[src/rtl/vec3_length_seq.sv]
// Sequential 3-D vector length: |v| = sum * (1/sqrt(sum)), using one shared multiplier
// and an external inverse-sqrt unit. Optional macro VEC3_LENGTH_ZERO_BYPASS_EN short-cuts zero vectors.
module vec3_length_seq #(
  parameter int N    = 32,
  parameter int FRAC = 24
) (
  input  logic         clk,
  input  logic         rst,
  input  logic         in_valid,
  output logic         in_ready,
  input  logic [N-1:0] vec_x,
  input  logic [N-1:0] vec_y,
  input  logic [N-1:0] vec_z,
  output logic         isq_req_valid,
  input  logic         isq_req_ready,
  output logic [N-1:0] isq_req_data,
  input  logic         isq_rsp_valid,
  input  logic [N-1:0] isq_rsp_data,
  output logic         out_valid,
  input  logic         out_ready,
  output logic [N-1:0] length,
  output logic         busy
);

  typedef enum logic [2:0] {
    IDLE, SQ_X, SQ_Y, SQ_Z, ISQ_REQ, ISQ_WAIT, SCALE, DONE
  } state_t;

  state_t         state_q;
  logic [N-1:0]   x_q, y_q, z_q, isq_q, len_q;
  logic [N+1:0]   acc_q;
  logic           in_ready_q, req_valid_q, out_valid_q, busy_q;

  // Squares use magnitudes so a single unsigned multiplier serves every product.
  function automatic logic [N-1:0] mag(input logic [N-1:0] c);
    return c[N-1] ? ((~c) + N'(1)) : c;
  endfunction

  logic [N-1:0]   op_a, op_b, prod_sat;
  logic [2*N-1:0] prod, prod_sh;
  logic [N+1:0]   acc_add, acc_sat;

  always_comb begin
    op_a = isq_q;
    op_b = acc_q[N-1:0];
    case (state_q)
      SQ_X:    begin op_a = mag(x_q); op_b = mag(x_q); end
      SQ_Y:    begin op_a = mag(y_q); op_b = mag(y_q); end
      SQ_Z:    begin op_a = mag(z_q); op_b = mag(z_q); end
      default: ;
    endcase
  end

  assign prod     = {{N{1'b0}}, op_a} * {{N{1'b0}}, op_b};
  assign prod_sh  = prod >> FRAC;
  // Clamping each term keeps three terms inside the N+2 bit accumulator.
  assign prod_sat = (|prod_sh[2*N-1:N]) ? {N{1'b1}} : prod_sh[N-1:0];
  assign acc_add  = acc_q + {2'b00, prod_sat};
  assign acc_sat  = (|acc_add[N+1:N]) ? {2'b00, {N{1'b1}}} : acc_add;

  always_ff @(posedge clk or negedge rst) begin
    if (!rst) begin
      state_q     <= IDLE;
      x_q         <= '0;
      y_q         <= '0;
      z_q         <= '0;
      isq_q       <= '0;
      len_q       <= '0;
      acc_q       <= '0;
      in_ready_q  <= 1'b1;
      req_valid_q <= 1'b0;
      out_valid_q <= 1'b0;
      busy_q      <= 1'b0;
    end else begin
      case (state_q)
        IDLE: if (in_valid) begin
          x_q        <= vec_x;
          y_q        <= vec_y;
          z_q        <= vec_z;
          acc_q      <= '0;
          in_ready_q <= 1'b0;
          busy_q     <= 1'b1;
          state_q    <= SQ_X;
        end
        SQ_X: begin acc_q <= acc_add; state_q <= SQ_Y; end
        SQ_Y: begin acc_q <= acc_add; state_q <= SQ_Z; end
        SQ_Z: begin
          acc_q <= acc_sat;
`ifdef VEC3_LENGTH_ZERO_BYPASS_EN
          if (acc_sat == '0) begin
            len_q       <= '0;
            out_valid_q <= 1'b1;
            state_q     <= DONE;
          end else begin
            req_valid_q <= 1'b1;
            state_q     <= ISQ_REQ;
          end
`else
          req_valid_q <= 1'b1;
          state_q     <= ISQ_REQ;
`endif
        end
        ISQ_REQ: if (isq_req_ready) begin
          req_valid_q <= 1'b0;
          state_q     <= ISQ_WAIT;
        end
        ISQ_WAIT: if (isq_rsp_valid) begin
          isq_q   <= isq_rsp_data;
          state_q <= SCALE;
        end
        SCALE: begin
          len_q       <= prod_sat;
          out_valid_q <= 1'b1;
          state_q     <= DONE;
        end
        DONE: if (out_ready) begin
          out_valid_q <= 1'b0;
          in_ready_q  <= 1'b1;
          busy_q      <= 1'b0;
          state_q     <= IDLE;
        end
        default: state_q <= IDLE;
      endcase
    end
  end

  assign in_ready      = in_ready_q;
  assign isq_req_valid = req_valid_q;
  assign isq_req_data  = acc_q[N-1:0];
  assign out_valid     = out_valid_q;
  assign length        = len_q;
  assign busy          = busy_q;

endmodule
[config.mk]
export PLATFORM = sky130hd
export DESIGN_NAME = vec3_length_seq
export DESIGN_NICKNAME = d
export VERILOG_FILES = /design/src/rtl/vec3_length_seq.sv
export SDC_FILE = /design/constraint.sdc
export NUM_CORES = 2
export LEC_CHECK = 0
export ABC_AREA = 1
export BUFFER_PORTS_ARGS = -buffer_cell sky130_fd_sc_hd__buf_2
export CAP_MARGIN = 10
export CELL_PAD_IN_SITES_DETAIL_PLACEMENT = 1
export CELL_PAD_IN_SITES_GLOBAL_PLACEMENT = 2
export CORE_UTILIZATION = 40
export CTS_BUF_LIST = sky130_fd_sc_hd__clkbuf_8
export DETAILED_ROUTE_END_ITERATION = 8
export GPL_TIMING_DRIVEN = 0
export PLACE_DENSITY = 0.84
export SLEW_MARGIN = 20
export SYNTH_ARGS = -nofsm -noshare
export SYNTH_HDL_FRONTEND = slang
export SYNTH_SLANG_ARGS = --single-unit
export TNS_END_PERCENT = 50
[constraint.sdc]
create_clock -name clk -period 14.4 [get_ports clk]
set_clock_uncertainty 0.15 [all_clocks]
set_input_delay 0 -clock clk [delete_from_list [all_inputs] [get_ports clk]]
set_output_delay 0 -clock clk [all_outputs]
set_load 0.01 [all_outputs]
Word level (Yosys, flattened, before mapping)
Cells that the tools add are included.
W data, S select, Z words.
{"block": "op_classes", "n_addsub": 4, "n_mul": 1, "eq_ne": 11, "n_mux": 23, "bitwise": 3, "n_reduce_logical": 15}
{"op": "$pmux W32 S3", "n": 2}
{"op": "$mux W32", "n": 4}
{"op": "$pmux W34 S3", "n": 1}
{"op": "$add A32 B1 Y32 const B", "n": 3}
{"op": "$not A32 Y32", "n": 3}
{"op": "$mux W34", "n": 2}
{"op": "$mul A32 B32 Y64", "n": 1}
{"op": "$add A34 B32 Y34", "n": 1}
{"op": "$pmux W3 S8", "n": 1}
{"op": "$eq A3 B3 Y1 const B", "n": 4}
{"op": "$mux W3", "n": 4}
{"op": "$reduce_and A2 Y1", "n": 5}
{"op": "$ne A2 B2 Y1 const B", "n": 4}
{"op": "$pmux W1 S2", "n": 4}
{"op": "$reduce_or A8 Y1", "n": 1}
{"op": "$eq A3 B2 Y1 const B", "n": 2}
{"op": "$reduce_bool A2 Y1", "n": 3}
{"op": "$mux W1", "n": 5}
{"op": "$reduce_and A4 Y1", "n": 1}
{"op": "$reduce_or A2 Y1", "n": 2}
{"op": "$eq A3 B1 Y1 const B", "n": 1}
{"op": "$logic_not A3 Y1", "n": 1}
{"op": "$reduce_and A3 Y1", "n": 1}
{"op": "$reduce_bool A3 Y1", "n": 1}
{"block": "totals", "reg_bits": 201, "inputBits": 134, "out_inout_bits": 68, "wordCells": 68}

Longest topological paths before layout
{"block": "depth", "ltp_word": 11, "ltp_mapped": 72, "depth_no_buf": 70}

Worst setup path after synthesis
No wires, ideal clock.
{"block": "synth_timing", "path_type": "register to register", "from": "register x_q[0]", "to": "register acc_q[26]", "setup_time_ns": 0.127, "arrival_time_ns": 10.899, "required_time_ns": 14.123, "path_slack_ns": 3.223, "stages_incl_launch_ff": 67, "n_path_buf": 2, "period_less_slack_ns": 11.177, "cell_sequence": "dfrtp_1 inv_1 ha_1 nand3_1 nor3_2 nand3_1 nor2_1 and3_1 nand2_1 o21ai_1 o21ai_0 a21oi_1 o21ai_0 nand3_1 o21ai_2 inv_2 buf_2 nand2_1 [31 not listed] fa_1 nand2_1 inv_1 nand2_1 nand2_1 nand2_1 o211ai_1 a21oi_1 o21ai_1 a21boi_0 o21ai_0 nand2_1 nand2_1 nand2_1 nand2_1 or2_2 nand3_1 nand3_1"}
{"block": "synth_via", "elab_chain_cells": 11, "elab_cells_between_ends": 12, "cone_classes": "add/sub (2); mul (1); mux (6); bitwise (1); reduce/logical (2)"}
{"element": "start, declared", "line_no": "30", "rtl": "logic [N-1:0] x_q, y_q, z_q, isq_q, len_q;"}
{"element": "start signal, assigned", "line_no": "77", "rtl": "x_q <= vec_x;"}
{"element": "$not A32 Y32", "line_no": "36", "rtl": "return c[N-1] ? ((~c) + N'(1)) : c;"}
{"element": "$add A32 B1 Y32", "line_no": "36"}
{"element": "$mux W32 *", "line_no": "36"}
{"element": "$pmux W32 S3", "line_no": "46", "rtl": "case (state_q)"}
{"element": "$mul A32 B32 Y64 *", "line_no": "54", "rtl": "assign prod = {{N{1'b0}}, op_a} * {{N{1'b0}}, op_b};"}
{"element": "$reduce_or A8 Y1", "line_no": "57", "rtl": "assign prod_sat = (|prod_sh[2*N-1:N]) ? {N{1'b1}} : prod_sh[N-1:0];"}
{"element": "$mux W32 *", "line_no": "57"}
{"element": "named net prod_sat[0]", "line_no": "39", "rtl": "logic [N-1:0] op_a, op_b, prod_sat;"}
{"element": "$add A34 B32 Y34 *", "line_no": "58", "rtl": "assign acc_add = acc_q + {2'b00, prod_sat};"}
{"element": "$reduce_or A2 Y1", "line_no": "59", "rtl": "assign acc_sat = (|acc_add[N+1:N]) ? {2'b00, {N{1'b1}}} : acc_add;"}
{"element": "$mux W34", "line_no": "59"}
{"element": "$pmux W34 S3 *", "line_no": "75", "rtl": "case (state_q)"}
{"element": "end signal, assigned", "line_no": "88", "rtl": "acc_q <= acc_sat;"}
{"element": "end, declared", "line_no": "31", "rtl": "logic [N+1:0] acc_q;"}
The timed path passes the listed nets; every way through them passes the cells marked *.
A chain may end at the register's enable or synchronous reset.

Final worst setup path
{"block": "layout_timing", "from": "register z_q[31]", "to": "register acc_q[26]"}
{"block": "layout_via", "elab_chain_cells": 11, "elab_cells_between_ends": 12, "cone_classes": "add/sub (2); mul (1); mux (6); bitwise (1); reduce/logical (2)"}
{"element": "start, declared", "line_no": "30"}
{"element": "start signal, assigned", "line_no": "79", "rtl": "z_q <= vec_z;"}
{"element": "$not A32 Y32", "line_no": "36"}
{"element": "$add A32 B1 Y32", "line_no": "36"}
{"element": "$mux W32 *", "line_no": "36"}
{"element": "$pmux W32 S3", "line_no": "46"}
{"element": "$mul A32 B32 Y64 *", "line_no": "54"}
{"element": "$reduce_or A8 Y1", "line_no": "57"}
{"element": "$mux W32 *", "line_no": "57"}
{"element": "named net prod_sat[0]", "line_no": "39"}
{"element": "$add A34 B32 Y34 *", "line_no": "58"}
{"element": "$reduce_or A2 Y1", "line_no": "59"}
{"element": "$mux W34", "line_no": "59"}
{"element": "$pmux W34 S3 *", "line_no": "75"}
Marked as above.

==> summary.txt <==
Outcome
  • Status: finished, final reports clean

Logic synthesis
  • Post-synth top area cell: fa_1
  • Synthesized Nets: 7109
  • Largest cells by area after synthesis: fa_1 39%, dfrtp_1 11%, inv_1 9.9%, nand2_1 9.8%, ha_1 8.0%
  • Synth Cell Area: 45900 sq um
  • Post-synth top cells: 1209 x inv_1, 1203 x nand2_1, 896 x fa_1
  • Mapped Avg Cell Area: 7.94 sq um
  • Async SR Flop Fraction: 100%
  • Post-synth EDFFs: 0
  • Post-synthesis cell type count: 65
  • Register area share after synthesis: 11.0%
  • Synth Flop Type: dfrtp_1
  • Top-count cell post-synth: inv_1
  • #FFs+latches synth: 201
  • Post-Syn Instances: 5784
  • YS warnings: 0
  • Area share of the largest cell type after synthesis: 39.1%

Critical path
  • Crit path max fanout: 10
  • Worst path bufs/invs: 11
  • CP arrival: 14.40 ns
  • Critical Path Sink Type: flop
  • CP Launch Type: flop
  • Cell mode on critical path: nand2_1
  • CP Class: reg2reg
  • CP max-delay cell: fa_1
  • CP top delay family: adder cells
  • Critical Path Max Stage Delay: 0.63 ns
  • Worst path required time: 14.77 ns

Hold path
  • Type of the most critical hold path: in2reg

Timing
  • FMAX: 71.2 MHz
  • Fin. Hold Viols: 0
  • Tcrit/Tclk final: 97.5%
  • Worst Tran Pin Value: 1.35 ns
  • # setup viols final: 0
  • Slew headroom: 10.2%
  • Fin. max-slew vios: 0
  • Crit path time final: 14.04 ns

Die
  • Die area: 116000 sq um
  • Chip height: 341 um
  • Cell row count: 123
  • Die W: 341 um
  • Initial Util: 40.6%
  • IO Pins: 202
  • Core area: 113000 sq um

Routing
  • Vias: 43100
  • Starting DRT DRC Count: 3788
  • Total Wirelength: 221000 um
  • Via density: 5.53
  • DRC: 0
  • Routed length per instance: 28.3 um
  • Total iterations of the first detailed-routing run: 5
  • Detail Route Antenna Nets: 0

GRT
  • First-pass GRT wire length: 322000 um
  • Antenna violations before repair: 19
  • GRT overflow: 0
  • Total global-route track usage: 38.7%
  • Largest net degree at the start of global routing: 92
  • Vias in the first global route: 46300

Place
  • Port bufs: 201
  • Dpl cells: 7503
  • DP HPWL: 186000 um
  • Placer Congestion: 1.04

CTS
  • Htree depth: 2
  • Clock transition at path regs: 0.07 ns
  • Clock Sinks: 201
  • CTS tree: done
  • Max clock buf depth: 3
  • Total CTS buffers: 38
  • Clk_lat worst skew: 0.67 ns
  • Clk root buf: clkbuf_8

Flow run
  • Max_cap viols: 0

Final layout
  • Cell Count, Final, Fillers Out: 7800
  • Nets@finish: 7589
  • Layout cell share with drive strength beyond 1: 11.3%
  • Area growth syn-to-layout: 14.5%
[cell families (layout without fill, tap and decap cells)]
| family | count (synthesis) | count (layout) | share of synthesized area, % |
|---|---|---|---|
| mux | 31 | 31 | 0.761 |
| buf+inv | 1496 | 2002 | 12.9 |
| other cells | 0 | 10 | 0 |
| xor+xnor | 56 | 56 | 1.07 |
| compound gates | 552 | 552 | 6.85 |
| fa+ha+maj | 1191 | 1191 | 47.1 |
| simple gates | 2257 | 2257 | 20.3 |
| flops | 201 | 201 | 11.0 |
[flip-flops by register name, indices dropped and copies added (netlist names)]
register,flops
acc_q,34
y_q,32
in_ready,1
busy,1
state_q,3
length,32
out_valid,1
z_q,32
isq_q,32
x_q,32
isq_req_valid,1
[per-stage QoR]
| stage | area, sq um | util (%) | TNS, ns | hold slack (ns) | setup WS (ns) |
|---|---|---|---|---|---|
| floorplan | 45900 | - | 0 | -0.446 | 3.22 |
| global placement | 48800 | 43.1 | -46.51 | 0.0562 | -1.43 |
| detailed placement | 49100 | 43.4 | -37.61 | -0.290 | -1.17 |
| CTS | 52000 | 46.0 | 0 | 0.00123 | 0.00173 |
| global route | 52500 | 46.4 | -0.0258 | 0.0368 | -0.0209 |
| finish | 52600 | 46.5 | 0 | 0.0220 | 0.363 |
[layout by cell type, fill, tap and decap left out, types with 9 or more instances in the layout]
cell type / count
nand3_2: 33
nand2_1: 1200
nand3_1: 121
buf_6: 17
mux2_2: 31
o21a_1: 22
clkbuf_1: 83
buf_4: 73
nor2_2: 18
inv_1: 1219
nand2_2: 15
o21ai_1: 19
buf_2: 243
dfrtp_1: 200
xor2_1: 31
nor2_4: 12
inv_2: 21
clkbuf_4: 19
fa_1: 891
nor3_1: 31
diode_2: 10
nor2_1: 747
ha_1: 294
a31oi_1: 18
a21oi_1: 172
clkbuf_8: 46
a21o_1: 14
o21ai_0: 188
nand3_4: 10
nor4_1: 15
nand4_1: 20
xnor2_1: 25
o2111ai_1: 11
o21ai_2: 39
o21ai_4: 9
dlygate4sd3_1: 196
a21oi_2: 12
clkbuf_2: 43
[final cells by class]
type	count	area, sq um
Clock inverter	20	104
Inverter	1242	4690
Multi-Input combinational cell	4087	35400
Buffer	249	1370
Tap cell	1500	1880
Fill cell	13900	60600
Timing Repair Buffer	445	3470
Antenna cell	10	25.0
Sequential cell	201	5030
Clock buffer	46	633
[worst reg2reg max path, delay by kind of cell, from the launching register on]
kind | cells | cell delay [ns]
adder cells (fa/ha/maj) | 11 | 5.63
buffers and inverters | 11 | 2.28
flip-flops | 1 | 0.40
AND/OR/NAND/NOR | 26 | 3.09
AO/OA/AOI/OAI | 8 | 2.39
[worst paths after layout]
| kind | end | startpoint | slack [ns] | cells after the start |
|---|---|---|---|---|
| worst max register to register | acc_q[26]$_DFFE_PN0P_ | z_q[31]$_DFFE_PN0P_ | 0.36 | 56 |
| worst min register to register | isq_req_valid$_DFFE_PN0P_ | isq_req_valid$_DFFE_PN0P_ | 0.33 | 2 |
| min in group asynchronous | x_q[24]$_DFFE_PN0P_ | rst | 0.22 | 4 |
| max in group asynchronous | isq_q[6]$_DFFE_PN0P_ | rst | 13.07 | 5 |
| worst min-delay path | isq_q[8]$_DFFE_PN0P_ | isq_rsp_data[8] | 0.02 | 3 |
| worst max-delay path | acc_q[26]$_DFFE_PN0P_ | z_q[31]$_DFFE_PN0P_ | 0.36 | 56 |
[what timing repair did]
action | in CTS | in global routing
setup buffers | 5 | 24
pin swaps | 4 | 6
hold endpoints to repair | 336 | 0
resized for setup | 67 | 131
endpoints found under the setup margin | 34 | 34
hold buffers | 197 | 0
[per-layer routing]
layer,vias to the layer above,wire length [um],track usage (%)
met5,-,93,0
met4,14,10300,14.7
met3,439,21400,8.68
met2,2002,96600,59.1
met1,22400,92600,53.4
li1,18200,-,-
Power is not shown: default switching activity piles up to over one toggle a cycle in this logic, so the estimate is an artifact.
